**src/rtl/dram_ctrl_pkg.sv**
```systemverilog
// Shared types and default sizing for the two-port DRAM array controller.
package dram_ctrl_pkg;

  typedef enum logic {
    SERVE   = 1'b0,
    REFRESH = 1'b1
  } ctrl_state_e;

  localparam int DEFAULT_ADDR_W           = 4;
  localparam int DEFAULT_DATA_W           = 16;
  localparam int DEFAULT_REFRESH_INTERVAL = 64;
  localparam int DEFAULT_REFRESH_CYCLES   = 1;

endpackage

```
**src/rtl/dram_ctrl_if.sv**
```systemverilog
// One requester port: valid/ready request channel plus read response channel.
interface dram_ctrl_if #(
  parameter int ADDR_W = 4,
  parameter int DATA_W = 16
);
  logic              req_valid;
  logic              req_we;
  logic [ADDR_W-1:0] req_addr;
  logic [DATA_W-1:0] req_wdata;
  logic              req_ready;
  logic              rsp_valid;
  logic [DATA_W-1:0] rsp_rdata;

  modport master (
    output req_valid, req_we, req_addr, req_wdata,
    input  req_ready, rsp_valid, rsp_rdata
  );

  modport slave (
    input  req_valid, req_we, req_addr, req_wdata,
    output req_ready, rsp_valid, rsp_rdata
  );
endinterface

```
**src/rtl/dram_ctrl_refresh_timer.sv**
```systemverilog
// Free-running refresh interval counter; raises pending until the FSM acknowledges it.
module dram_refresh_timer
  import dram_ctrl_pkg::*;
#(
  parameter int REFRESH_INTERVAL = DEFAULT_REFRESH_INTERVAL
) (
  input  logic clk,
  input  logic rst,
  input  logic ack,
  output logic pending
);
  localparam int              CNT_W = $clog2(REFRESH_INTERVAL);
  localparam logic [CNT_W-1:0] LOAD = CNT_W'(REFRESH_INTERVAL - 1);

  logic [CNT_W-1:0] cnt;

  // A new request wins over a simultaneous acknowledge.
  always_ff @(posedge clk or posedge rst) begin
    if (rst) begin
      cnt     <= LOAD;
      pending <= 1'b0;
    end else begin
      if (cnt == '0) begin
        cnt     <= LOAD;
        pending <= 1'b1;
      end else begin
        cnt <= cnt - CNT_W'(1);
        if (ack) pending <= 1'b0;
      end
    end
  end

endmodule

```
**src/rtl/dram_ctrl.sv**
```systemverilog
// Two-port arbiter/sequencer for the dual-port DRAM array with periodic refresh.
module dram_ctrl
  import dram_ctrl_pkg::*;
#(
  parameter int ADDR_W           = DEFAULT_ADDR_W,
  parameter int DATA_W           = DEFAULT_DATA_W,
  parameter int REFRESH_INTERVAL = DEFAULT_REFRESH_INTERVAL,
  parameter int REFRESH_CYCLES   = DEFAULT_REFRESH_CYCLES
) (
  input  logic              clk,
  input  logic              rst,
  dram_ctrl_if.slave        port_a,
  dram_ctrl_if.slave        port_b,
  output logic              mem_we_a,
  output logic              mem_enable_a,
  output logic [ADDR_W-1:0] mem_addr_a,
  output logic [DATA_W-1:0] mem_data_in_a,
  input  logic [DATA_W-1:0] mem_data_out_a,
  output logic              mem_we_b,
  output logic              mem_enable_b,
  output logic [ADDR_W-1:0] mem_addr_b,
  output logic [DATA_W-1:0] mem_data_in_b,
  input  logic [DATA_W-1:0] mem_data_out_b,
  output logic              mem_refresh_en,
  output logic              refresh_busy
);
  localparam int               RCNT_W = (REFRESH_CYCLES > 1) ? $clog2(REFRESH_CYCLES) : 1;
  localparam logic [RCNT_W-1:0] RLAST = RCNT_W'(REFRESH_CYCLES - 1);

  ctrl_state_e       state, state_nxt;
  logic [RCNT_W-1:0] rcnt, rcnt_nxt;
  logic              pending, ack;
  logic              ptr_b;
  logic              can_serve, conflict, rdy_a, rdy_b, grant_a, grant_b;

  logic              we_a_p1, en_a_p1, we_b_p1, en_b_p1, refresh_p1;
  logic [ADDR_W-1:0] addr_a_p1, addr_b_p1;
  logic [DATA_W-1:0] wdata_a_p1, wdata_b_p1;
  logic              rsp_vld_a_p2, rsp_vld_b_p2;

  dram_refresh_timer #(.REFRESH_INTERVAL(REFRESH_INTERVAL)) u_timer (
    .clk     (clk),
    .rst     (rst),
    .ack     (ack),
    .pending (pending)
  );

  // A pending refresh blocks all grants so the refresh edge is grant-free.
  assign can_serve = (state == SERVE) && !pending;
  assign conflict  = port_a.req_valid && port_b.req_valid &&
                     (port_a.req_addr == port_b.req_addr) &&
                     (port_a.req_we || port_b.req_we);
  assign rdy_a     = can_serve && !(conflict && ptr_b);
  assign rdy_b     = can_serve && !(conflict && !ptr_b);
  assign grant_a   = port_a.req_valid && rdy_a;
  assign grant_b   = port_b.req_valid && rdy_b;

  assign port_a.req_ready = rdy_a;
  assign port_b.req_ready = rdy_b;

  always_comb begin
    state_nxt = state;
    rcnt_nxt  = rcnt;
    ack       = 1'b0;
    case (state)
      SERVE: begin
        if (pending) begin
          state_nxt = REFRESH;
          rcnt_nxt  = '0;
          ack       = 1'b1;
        end
      end
      REFRESH: begin
        if (rcnt == RLAST) state_nxt = SERVE;
        else               rcnt_nxt  = rcnt + RCNT_W'(1);
      end
      default: state_nxt = SERVE;
    endcase
  end

  always_ff @(posedge clk or posedge rst) begin
    if (rst) begin
      state      <= SERVE;
      rcnt       <= '0;
      ptr_b      <= 1'b0;
      refresh_p1 <= 1'b0;
    end else begin
      state      <= state_nxt;
      rcnt       <= rcnt_nxt;
      refresh_p1 <= (state_nxt == REFRESH);
      if (conflict && can_serve) ptr_b <= ~ptr_b;
    end
  end

  // Stage p1: registered array strobes, address and write data.
  // Stage p2: read response valid, aligned with the array's registered read data.
  always_ff @(posedge clk or posedge rst) begin
    if (rst) begin
      we_a_p1      <= 1'b0;
      en_a_p1      <= 1'b0;
      addr_a_p1    <= '0;
      wdata_a_p1   <= '0;
      we_b_p1      <= 1'b0;
      en_b_p1      <= 1'b0;
      addr_b_p1    <= '0;
      wdata_b_p1   <= '0;
      rsp_vld_a_p2 <= 1'b0;
      rsp_vld_b_p2 <= 1'b0;
    end else begin
      we_a_p1      <= grant_a && port_a.req_we;
      en_a_p1      <= grant_a && !port_a.req_we;
      we_b_p1      <= grant_b && port_b.req_we;
      en_b_p1      <= grant_b && !port_b.req_we;
      if (grant_a)                  addr_a_p1  <= port_a.req_addr;
      if (grant_a && port_a.req_we) wdata_a_p1 <= port_a.req_wdata;
      if (grant_b)                  addr_b_p1  <= port_b.req_addr;
      if (grant_b && port_b.req_we) wdata_b_p1 <= port_b.req_wdata;
      rsp_vld_a_p2 <= en_a_p1;
      rsp_vld_b_p2 <= en_b_p1;
    end
  end

  assign mem_we_a         = we_a_p1;
  assign mem_enable_a     = en_a_p1;
  assign mem_addr_a       = addr_a_p1;
  assign mem_data_in_a    = wdata_a_p1;
  assign mem_we_b         = we_b_p1;
  assign mem_enable_b     = en_b_p1;
  assign mem_addr_b       = addr_b_p1;
  assign mem_data_in_b    = wdata_b_p1;
  assign mem_refresh_en   = refresh_p1;
  assign refresh_busy     = refresh_p1;
  assign port_a.rsp_valid = rsp_vld_a_p2;
  assign port_a.rsp_rdata = mem_data_out_a;
  assign port_b.rsp_valid = rsp_vld_b_p2;
  assign port_b.rsp_rdata = mem_data_out_b;

endmodule
```
**src/flat_wrapper.sv**
```systemverilog
// flat-port wrapper written by rule: the top's interface ports become plain ports
module dram_ctrl_flat import dram_ctrl_pkg::*;
#(
  parameter int ADDR_W           = DEFAULT_ADDR_W,
  parameter int DATA_W           = DEFAULT_DATA_W,
  parameter int REFRESH_INTERVAL = DEFAULT_REFRESH_INTERVAL,
  parameter int REFRESH_CYCLES   = DEFAULT_REFRESH_CYCLES
)
  (clk, rst, mem_we_a, mem_enable_a, mem_addr_a, mem_data_in_a, mem_data_out_a, mem_we_b, mem_enable_b, mem_addr_b, mem_data_in_b, mem_data_out_b, mem_refresh_en, refresh_busy, port_a_req_valid, port_a_req_we, port_a_req_addr, port_a_req_wdata, port_a_req_ready, port_a_rsp_valid, port_a_rsp_rdata, port_b_req_valid, port_b_req_we, port_b_req_addr, port_b_req_wdata, port_b_req_ready, port_b_rsp_valid, port_b_rsp_rdata);
  dram_ctrl_if #(.ADDR_W(ADDR_W), .DATA_W(DATA_W)) port_a_i ();
  dram_ctrl_if #(.ADDR_W(ADDR_W), .DATA_W(DATA_W)) port_b_i ();
  input  logic clk;
  input  logic rst;
  output logic mem_we_a;
  output logic mem_enable_a;
  output logic [ADDR_W-1:0] mem_addr_a;
  output logic [DATA_W-1:0] mem_data_in_a;
  input  logic [DATA_W-1:0] mem_data_out_a;
  output logic mem_we_b;
  output logic mem_enable_b;
  output logic [ADDR_W-1:0] mem_addr_b;
  output logic [DATA_W-1:0] mem_data_in_b;
  input  logic [DATA_W-1:0] mem_data_out_b;
  output logic mem_refresh_en;
  output logic refresh_busy;
  input wire logic [$bits(port_a_i.req_valid)-1:0] port_a_req_valid;
  input wire logic [$bits(port_a_i.req_we)-1:0] port_a_req_we;
  input wire logic [$bits(port_a_i.req_addr)-1:0] port_a_req_addr;
  input wire logic [$bits(port_a_i.req_wdata)-1:0] port_a_req_wdata;
  output wire logic [$bits(port_a_i.req_ready)-1:0] port_a_req_ready;
  output wire logic [$bits(port_a_i.rsp_valid)-1:0] port_a_rsp_valid;
  output wire logic [$bits(port_a_i.rsp_rdata)-1:0] port_a_rsp_rdata;
  input wire logic [$bits(port_b_i.req_valid)-1:0] port_b_req_valid;
  input wire logic [$bits(port_b_i.req_we)-1:0] port_b_req_we;
  input wire logic [$bits(port_b_i.req_addr)-1:0] port_b_req_addr;
  input wire logic [$bits(port_b_i.req_wdata)-1:0] port_b_req_wdata;
  output wire logic [$bits(port_b_i.req_ready)-1:0] port_b_req_ready;
  output wire logic [$bits(port_b_i.rsp_valid)-1:0] port_b_rsp_valid;
  output wire logic [$bits(port_b_i.rsp_rdata)-1:0] port_b_rsp_rdata;
  assign port_a_i.req_valid = port_a_req_valid;
  assign port_a_i.req_we = port_a_req_we;
  assign port_a_i.req_addr = port_a_req_addr;
  assign port_a_i.req_wdata = port_a_req_wdata;
  assign port_a_req_ready = port_a_i.req_ready;
  assign port_a_rsp_valid = port_a_i.rsp_valid;
  assign port_a_rsp_rdata = port_a_i.rsp_rdata;
  assign port_b_i.req_valid = port_b_req_valid;
  assign port_b_i.req_we = port_b_req_we;
  assign port_b_i.req_addr = port_b_req_addr;
  assign port_b_i.req_wdata = port_b_req_wdata;
  assign port_b_req_ready = port_b_i.req_ready;
  assign port_b_rsp_valid = port_b_i.rsp_valid;
  assign port_b_rsp_rdata = port_b_i.rsp_rdata;
  dram_ctrl #(.ADDR_W(ADDR_W), .DATA_W(DATA_W), .REFRESH_INTERVAL(REFRESH_INTERVAL), .REFRESH_CYCLES(REFRESH_CYCLES)) u_core (.clk(clk), .rst(rst), .port_a(port_a_i), .port_b(port_b_i), .mem_we_a(mem_we_a), .mem_enable_a(mem_enable_a), .mem_addr_a(mem_addr_a), .mem_data_in_a(mem_data_in_a), .mem_data_out_a(mem_data_out_a), .mem_we_b(mem_we_b), .mem_enable_b(mem_enable_b), .mem_addr_b(mem_addr_b), .mem_data_in_b(mem_data_in_b), .mem_data_out_b(mem_data_out_b), .mem_refresh_en(mem_refresh_en), .refresh_busy(refresh_busy));
endmodule
```
**config.mk**
```make
export PLATFORM = sky130hd
export DESIGN_NAME = dram_ctrl_flat
export DESIGN_NICKNAME = d
export VERILOG_FILES = /design/src/rtl/dram_ctrl_pkg.sv /design/src/rtl/dram_ctrl_if.sv /design/src/rtl/dram_ctrl_refresh_timer.sv /design/src/rtl/dram_ctrl.sv /design/src/flat_wrapper.sv
export SDC_FILE = /design/constraint.sdc
export NUM_CORES = 1
export LEC_CHECK = 0
export BUFFER_PORTS_ARGS = -buffer_cell sky130_fd_sc_hd__buf_4
export CORE_MARGIN = 4
export CORE_UTILIZATION = 38
export DETAILED_ROUTE_END_ITERATION = 10
export PLACE_DENSITY = 0.72
export REMOVE_ABC_BUFFERS = 1
export SLEW_MARGIN = 25
export SYNTH_ARGS = -nofsm -noshare
export SYNTH_HDL_FRONTEND = slang
export SYNTH_SLANG_ARGS = --single-unit
```
**constraint.sdc**
```tcl
create_clock -name clk -period 2.2 [get_ports clk]
set_input_delay 0.22 -clock clk [delete_from_list [all_inputs] [get_ports clk]]
set_output_delay 0.22 -clock clk [all_outputs]
set_load 0.01 [all_outputs]
```
# [Word level (Yosys, flattened, before mapping)]
# Cells that the tools add are included.
# Widths: inputs -> output; s select.
[totals] ff_bits=56 output_inout_bits=82
[classes] n_addsub=2 eq_ne=2 muxes=10 bitwise=2 n_reduce_logical=24
[op_table] operator="$logic_and 1x1->1" count=15
[op_table] operator="$mux 1" count=7
[op_table] operator="$logic_not 1->1" count=6
[op_table] operator="$logic_not 6->1" count=1
[op_table] operator="$mux 6" count=1
[op_table] operator="$sub 6x1->6 const B" count=1
[op_table] operator="$eq 4x4->1" count=1
[op_table] operator="$pmux 1 s2" count=2
[op_table] operator="$ne 2x2->1 const B" count=1
[op_table] operator="$not 1->1" count=2
[op_table] operator="$reduce_bool 2->1" count=1
[op_table] operator="$add 1x1->1 const B" count=1
[op_table] operator="$logic_or 1x1->1" count=1

# [Depth between registers and ports, before layout]
# Gate-level depths: netlist of the first run.
[logic_depth] ltp_word=8 mapped_depth=6

# [By module]
# From an unflattened synthesis of the first run, not the netlist that was laid out.
[unflattened] cells_unflattened=184 area_unflattened_um2=2548.7
[modules_own_cells] module="dram_ctrl" instances=1 cells_each=155 area_each_um2=2224.6
[modules_own_cells] module="dram_refresh_timer" instances=1 cells_each=29 area_each_um2=324.1

# [Worst setup path before layout of the first run]
# Ideal clock, no wire load.
[synth_path] kind="input-to-reg" from="input port_a_req_addr[3]" to="register u_core.wdata_a_p1[10] (netlist: u_core.mem_data_in_a[10])" setup_time_ps=125 arrival_time_ps=1772 slack_ps=303 stages=5 path_buffers=1 cell_sequence="xor2_1 > a2111o_1 > o31ai_4 > buf_4 > mux2_2"
[synth_between] elab_chain_cells=8
[synth_rtl] item="from (decl)" line_no="flat_wrapper.sv:28" rtl="input wire logic [$bits(port_a_i.req_addr)-1:0] port_a_req_addr;"
[synth_rtl] item="$eq 4x4->1" line_no="dram_ctrl.sv:51" rtl="(port_a.req_addr == port_b.req_addr) &&"
[synth_rtl] item="$logic_and 1x1->1" line_no="dram_ctrl.sv:50" rtl="assign conflict = port_a.req_valid && port_b.req_valid &&"
[synth_rtl] item="$logic_and 1x1->1" line_no="dram_ctrl.sv:51"
[synth_rtl] item="$logic_and 1x1->1" line_no="dram_ctrl.sv:53" rtl="assign rdy_a = can_serve && !(conflict && ptr_b);"
[synth_rtl] item="$logic_not 1->1" line_no="dram_ctrl.sv:53"
[synth_rtl] item="$logic_and 1x1->1" line_no="dram_ctrl.sv:53"
[synth_rtl] item="$logic_and 1x1->1" line_no="dram_ctrl.sv:55" rtl="assign grant_a = port_a.req_valid && rdy_a;"
[synth_rtl] item="$logic_and 1x1->1" line_no="dram_ctrl.sv:115" rtl="if (grant_a && port_a.req_we) wdata_a_p1 <= port_a.req_wdata;"
[synth_rtl] item="to (signal assigned)" line_no="dram_ctrl.sv:115"
[synth_rtl] item="to (decl)" line_no="dram_ctrl.sv:38" rtl="logic [DATA_W-1:0] wdata_a_p1, wdata_b_p1;"
# Every way passes these cells.
# A chain may end at the register's enable or synchronous reset.

# [Worst setup path in the final report of the first run]
[layout_path] from="input port_a_req_addr[3]" to="register u_core.addr_a_p1[1] (netlist: u_core.mem_addr_a[1])"
[layout_between] elab_chain_cells=7
[layout_rtl] item="$eq 4x4->1" line_no="dram_ctrl.sv:51"
[layout_rtl] item="$logic_and 1x1->1" line_no="dram_ctrl.sv:50"
[layout_rtl] item="$logic_and 1x1->1" line_no="dram_ctrl.sv:51"
[layout_rtl] item="$logic_and 1x1->1" line_no="dram_ctrl.sv:53"
[layout_rtl] item="$logic_not 1->1" line_no="dram_ctrl.sv:53"
[layout_rtl] item="$logic_and 1x1->1" line_no="dram_ctrl.sv:53"
[layout_rtl] item="$logic_and 1x1->1" line_no="dram_ctrl.sv:55"
[layout_rtl] item="to (signal assigned)" line_no="dram_ctrl.sv:114" rtl="if (grant_a) addr_a_p1 <= port_a.req_addr;"
[layout_rtl] item="to (decl)" line_no="dram_ctrl.sv:37" rtl="logic [ADDR_W-1:0] addr_a_p1, addr_b_p1;"
# Every way passes these cells.

==> impl_metrics.json, run 1 <==
{
  "grt_pass1_vias": 1676,
  "post_cts_buffers": 0,
  "hpwlAfterDp_um": 4640,
  "async_flop_share_pct": 100,
  "clock_sinks": 55,
  "reg2regPathDepth": 5,
  "yosys_warnings": 0,
  "hold_viol": 4,
  "synthSimpleGateAreaFrac_pct": 4.06,
  "fp-row-count": 29,
  "wl_met1_um": 2340,
  "r2r_start": "u_core.state$_DFF_PP0_",
  "cts_made_buffers": 5,
  "power.density_nw_per_um2": 717,
  "finalSetupTns_ps": 0,
  "synthDominantCellAreaShare_pct": 49.8,
  "overflow": 0,
  "top_layer_used": "met4",
  "dp.cells": 321,
  "wire_per_inst_um": 17.6,
  "drt_iter0_drc": 54,
  "syn2layout_area_growth_pct": 27.4,
  "htreeDepth": 2,
  "critPathLaunchType": "primary input",
  "met2_wirelength_um": 2460,
  "finalCriticalPeriod_ps": 1690,
  "holdWs_ps": -3.27,
  "worstReg2RegEnd": "u_core.mem_data_in_b[9]$_DFFE_PP0P_",
  "insertion_delay_ps": 300,
  "cts_hold_buf": 0,
  "avgSynthCellArea_um2": 13.8,
  "drt_first_pass_iters": 4,
  "synthTopCellsByArea": "dfrtp_1, mux2_2, buf_4",
  "status": "finished, violations left",
  "synth_compound_area_share_pct": 4.62,
  "grt_pass1_wl_um": 8610,
  "drt-total-wl_um": 5780,
  "nets": 331,
  "max_freq_mhz": 593,
  "netlist-cell-type-count": 26,
  "critical_path_class": "in2reg",
  "rrSetupSlack_ps": 520,
  "failed_checks": "negative hold slack",
  "track_usage_pct": 15.0,
  "cts_tree": "built",
  "finalPower_mw": 2.25,
  "drive_above_1_share_pct": 62.3,
  "period_share_pct": 76.7,
  "cts-root-buf": "clkbuf_8",
  "max_cap_violations": 0,
  "synthAdderAreaFrac_pct": 1.02,
  "end_kind": "flip-flop",
  "grt_setup_unrepaired": "false",
  "port_buffers": 95,
  "place.gp.congestion": 0.669,
  "required_ps": 2390,
  "seq_area_frac_synth_pct": 56.2,
  "synth_xor_area_share_pct": 2.13,
  "viasPerCell": 4.79,
  "synth_seq_cells": 55,
  "syn-cell-area_um2": 2460,
  "vias": 1576,
  "clk_path_buf_depth": 2,
  "ctsResizeCount": 0,
  "synth_mux_area_share_pct": 19.7,
  "path_clk_slew_ps": 100,
  "synth_flop_cell": "dfrtp_1",
  "ir_drop_mv": 0.295,
  "die_w_um": 88.5,
  "synth_cells": 179,
  "die_y_um": 88.5,
  "die_area_um2": 7840,
  "diodes": 0,
  "leakagePower_nw": 1.52,
  "synth_edf_count": 0,
  "initial_core_util_pct": 39.0,
  "slew_viol_final": 0,
  "hp-class": "in2async",
  "synth_area_leader_cell": "dfrtp_1",
  "relSlewSlack_pct": 57.1,
  "setup_violations": 0,
  "drc": 0,
  "grt_start_max_net_pins": 32,
  "route.met3.wl_um": 921,
  "fin_cells": 329,
  "synth_top_family_by_area": "multiplexers",
  "skew_ps": 10.8,
  "crit_fanout": 7,
  "ios": 160,
  "core_area_um2": 6310,
  "final_antenna_net_count": 0,
  "antenna_found_initial": 0,
  "crit_arrival_ps": 1880,
  "worst_pin_slew_ps": 643
}
==> cells by family (layout without fill, tap and decap cells) <==
group	after synthesis	in the layout
XOR/XNOR	6	6
buffers and inverters	43	116
adder cells (fa/ha/maj)	2	2
AO/OA/AOI/OAI	12	12
flip-flops	55	55
multiplexers	40	40
AND/OR/NAND/NOR	21	21
==> synth_stat cells (all sizes together), types with 2 or more instances <==
cell,number
inv,7
and3,2
dfstp,6
xnor2,4
nor3,2
o21ai,3
buf,36
o31a,3
nor2b,2
nor2,5
xor2,2
dfrtp,49
mux2,40
ha,2
nand2,7
==> layout by cell type, fill, tap and decap left out, types with 2 or more instances in the layout <==
cell type,instances
dfrtp_1,49
xnor2_1,4
nand2_1,7
dfstp_2,6
nor2b_1,2
o21ai_0,3
ha_1,2
nor2_1,5
mux2_2,31
clkbuf_8,5
nor3_1,2
xor2_1,2
o31a_1,3
inv_1,6
buf_4,100
mux2_4,9
and3_1,2
==> worst max-delay path by stage <==
stage | from | end | slack [ps] | cells after the start
detailed placement | port_a_req_addr[3] | u_core.mem_data_in_b[4]$_DFFE_PP0P_ | 190 | 6
floorplan | u_core.state$_DFF_PP0_ | u_core.mem_data_in_b[10]$_DFFE_PP0P_ | 160 | 4
CTS | u_core.state$_DFF_PP0_ | u_core.mem_data_in_b[9]$_DFFE_PP0P_ | 490 | 5
global placement | port_a_req_addr[3] | u_core.mem_data_in_b[1]$_DFFE_PP0P_ | 200 | 6
finish | port_a_req_addr[3] | u_core.mem_addr_a[1]$_DFFE_PP0P_ | 510 | 5
global route | u_core.state$_DFF_PP0_ | u_core.mem_data_in_b[14]$_DFFE_PP0P_ | 410 | 5
==> cell type report <==
cell class	instances	area [um^2]
clock inverter	2	12.5
timing repair buffer	101	771
inverter	7	26.3
tap	77	96.3
clock buffer	6	72.6
multi-input combinational	81	776
sequential	55	1380
fill	602	3180
==> metal layers <==
metal	GRT usage (%)	vias up
li1	-	718
met1	19.0	752
met2	21.1	96
met3	9.96	10
met4	3.71	0
met5	2.60	-
==> state kept, by name, summed over array words and instances (netlist names) <==
| name | count |
|---|---|
| u_core.port_b.rsp_valid | 1 |
| u_core.mem_data_in_b | 16 |
| u_core.port_a.rsp_valid | 1 |
| u_core.mem_addr_b | 4 |
| u_core.mem_we_a | 1 |
| u_core.mem_addr_a | 4 |
| u_core.mem_data_in_a | 16 |
| u_core.mem_enable_a | 1 |
| u_core.ptr_b | 1 |
| u_core.mem_enable_b | 1 |
| u_core.u_timer.cnt | 6 |
| u_core.u_timer.pending | 1 |
| u_core.state | 1 |
| u_core.mem_we_b | 1 |
==> where the power goes <==
group / switching (mW) / internal, mW / leakage (nW)
clock network: 0.314 / 0.223 / 0.0412
registers: 0.0672 / 1.13 / 0.648
logic: 0.207 / 0.307 / 0.834
total: 0.589 / 1.66 / 1.52
==> critical path: stages <==
cell and delay [ps]:
buf_4 110, xor2_1 160, a2111o_1 480, o311ai_2 520, mux2_2 390
==> stage by stage <==
step / cell area [um^2] / utilization [%] / hold slack [ps] / setup WS (ps)
finish: 3140 / 49.7 / -3.27 / 513
CTS: 3140 / 49.7 / 14.2 / 491
detailed placement: 3050 / 48.4 / 355 / 190
global placement: 3050 / 48.4 / 347 / 204
global route: 3140 / 49.7 / 43.7 / 405
floorplan: 2190 / - / 286 / 159
Power figures use the tool's default switching activity.
==> run 2, diff against run 1 <==
- clock period: 2.2 -> 1.77 ns (I/O delays scaled with it)
==> impl_metrics.json, run 2 (synthesized netlist as in run 1, its figures left out) <==
{
  "relSlewSlack_pct": 79.5,
  "ios": 160,
  "pre_cts_ws_ps": -126,
  "fp-row-count": 29,
  "fin_cells": 336,
  "dpl_cell_area_um2": 3120,
  "path_clk_slew_ps": 90,
  "viasPerCell": 4.68,
  "drt-total-wl_um": 5660,
  "rrSetupSlack_ps": 160,
  "required_ps": 1590,
  "drt_iter0_drc": 20,
  "max_cap_violations": 0,
  "max_freq_mhz": 601,
  "final_util_pct": 51.1,
  "grt_pass1_vias": 1587,
  "critical_path_class": "in2out",
  "cts-root-buf": "clkbuf_8",
  "drt_first_pass_iters": 4,
  "nets": 338,
  "syn2layout_area_growth_pct": 31.0,
  "ctsResizeCount": 0,
  "die_area_um2": 7840,
  "vias": 1572,
  "hpwlAfterDp_um": 4550,
  "status": "finished clean",
  "clock_sinks": 55,
  "die_w_um": 88.5,
  "track_usage_pct": 14.6,
  "grt_start_max_net_pins": 56,
  "slew_viol_final": 0,
  "crit_arrival_ps": 1490,
  "clk_path_buf_depth": 2,
  "place.gp.congestion": 0.688,
  "antenna_found_initial": 0,
  "diodes": 0,
  "grt_setup_unrepaired": "false",
  "drive_above_1_share_pct": 63.3,
  "layout_common_cells": "buf_4, dfrtp_1, mux2_2",
  "wire_per_inst_um": 16.8,
  "worst_pin_slew_ps": 304,
  "finalSetupTns_ps": 0,
  "final_antenna_net_count": 0,
  "critPathLaunchType": "primary input",
  "crit_fanout": 4,
  "hold_viol": 0,
  "port_buffers": 95,
  "htreeDepth": 2,
  "skew_ps": 9.64,
  "cts_made_buffers": 5,
  "final_common_cell": "buf_4",
  "finalInstanceArea_um2": 3230,
  "power.density_nw_per_um2": 876,
  "grt_pass1_wl_um": 8420,
  "leakagePower_nw": 1.57,
  "holdWs_ps": 35.4,
  "ir_drop_mv": 0.486,
  "worstHoldPathCells": 2,
  "cts_tree": "built",
  "core_area_um2": 6310,
  "finalCriticalPeriod_ps": 1660,
  "finalPower_mw": 2.83,
  "dp.cells": 327,
  "hp-class": "in2reg",
  "setup_violations": 0,
  "period_share_pct": 94.0,
  "insertion_delay_ps": 300,
  "drc": 0,
  "initial_core_util_pct": 39.0,
  "die_y_um": 88.5,
  "reg2regPathDepth": 5,
  "overflow": 0,
  "worst_slack_ps": 106,
  "end_kind": "output pin"
}
-- run 2: cell type report --
cell class,count,area (um^2)
clock buffers,5,68.8
repair buffers,108,851
fillers,575,3090
flip-flops and latches,55,1380
inverters,7,26.3
multi-input cells,81,776
well taps,77,96.3
clock inverters,3,25.0
-- run 2: critical path: stages --
cell and delay (ps):
buf_4 110, xor2_1 150, a2111o_1 440, buf_4 190, o31a_1 270, buf_4 140
-- run 2: power breakdown --
part           switching, mW  internal, mW
clock network          0.400         0.283
registers             0.0826          1.40
logic                  0.261         0.397
-- run 2: metal layers --
| layer | global-route usage (%) | share of wire [%] | vias up |
|---|---|---|---|
| met5 | 2.60 | 0 | - |
| met4 | 3.30 | 0.58 | 0 |
| met3 | 9.87 | 16 | 4 |
| met2 | 19.6 | 42 | 94 |
| met1 | 19.2 | 41 | 744 |
| li1 | - | - | 730 |
-- run 2: what timing repair did --
item	CTS	global route
hold buffers	1	0
buffers inserted	0	0
setup endpoints to repair	0	0
endpoints found under the hold margin	49	0
-- run 2: final timing paths --
| path | startpoint | to |
|---|---|---|
| setup reg to reg | u_core.u_timer.pending$_DFFE_PP0P_ | u_core.mem_data_in_b[10]$_DFFE_PP0P_ |
| min in group asynchronous | rst | u_core.mem_data_in_b[1]$_DFFE_PP0P_ |
| max in group asynchronous | rst | u_core.u_timer.cnt[3]$_DFF_PP1_ |
| setup / recovery | port_a_req_addr[3] | port_b_req_ready |
| hold / removal | port_a_req_we | u_core.mem_enable_a$_DFF_PP0_ |
| hold reg to reg | u_core.mem_enable_b$_DFF_PP0_ | u_core.port_b.rsp_valid$_DFF_PP0_ |
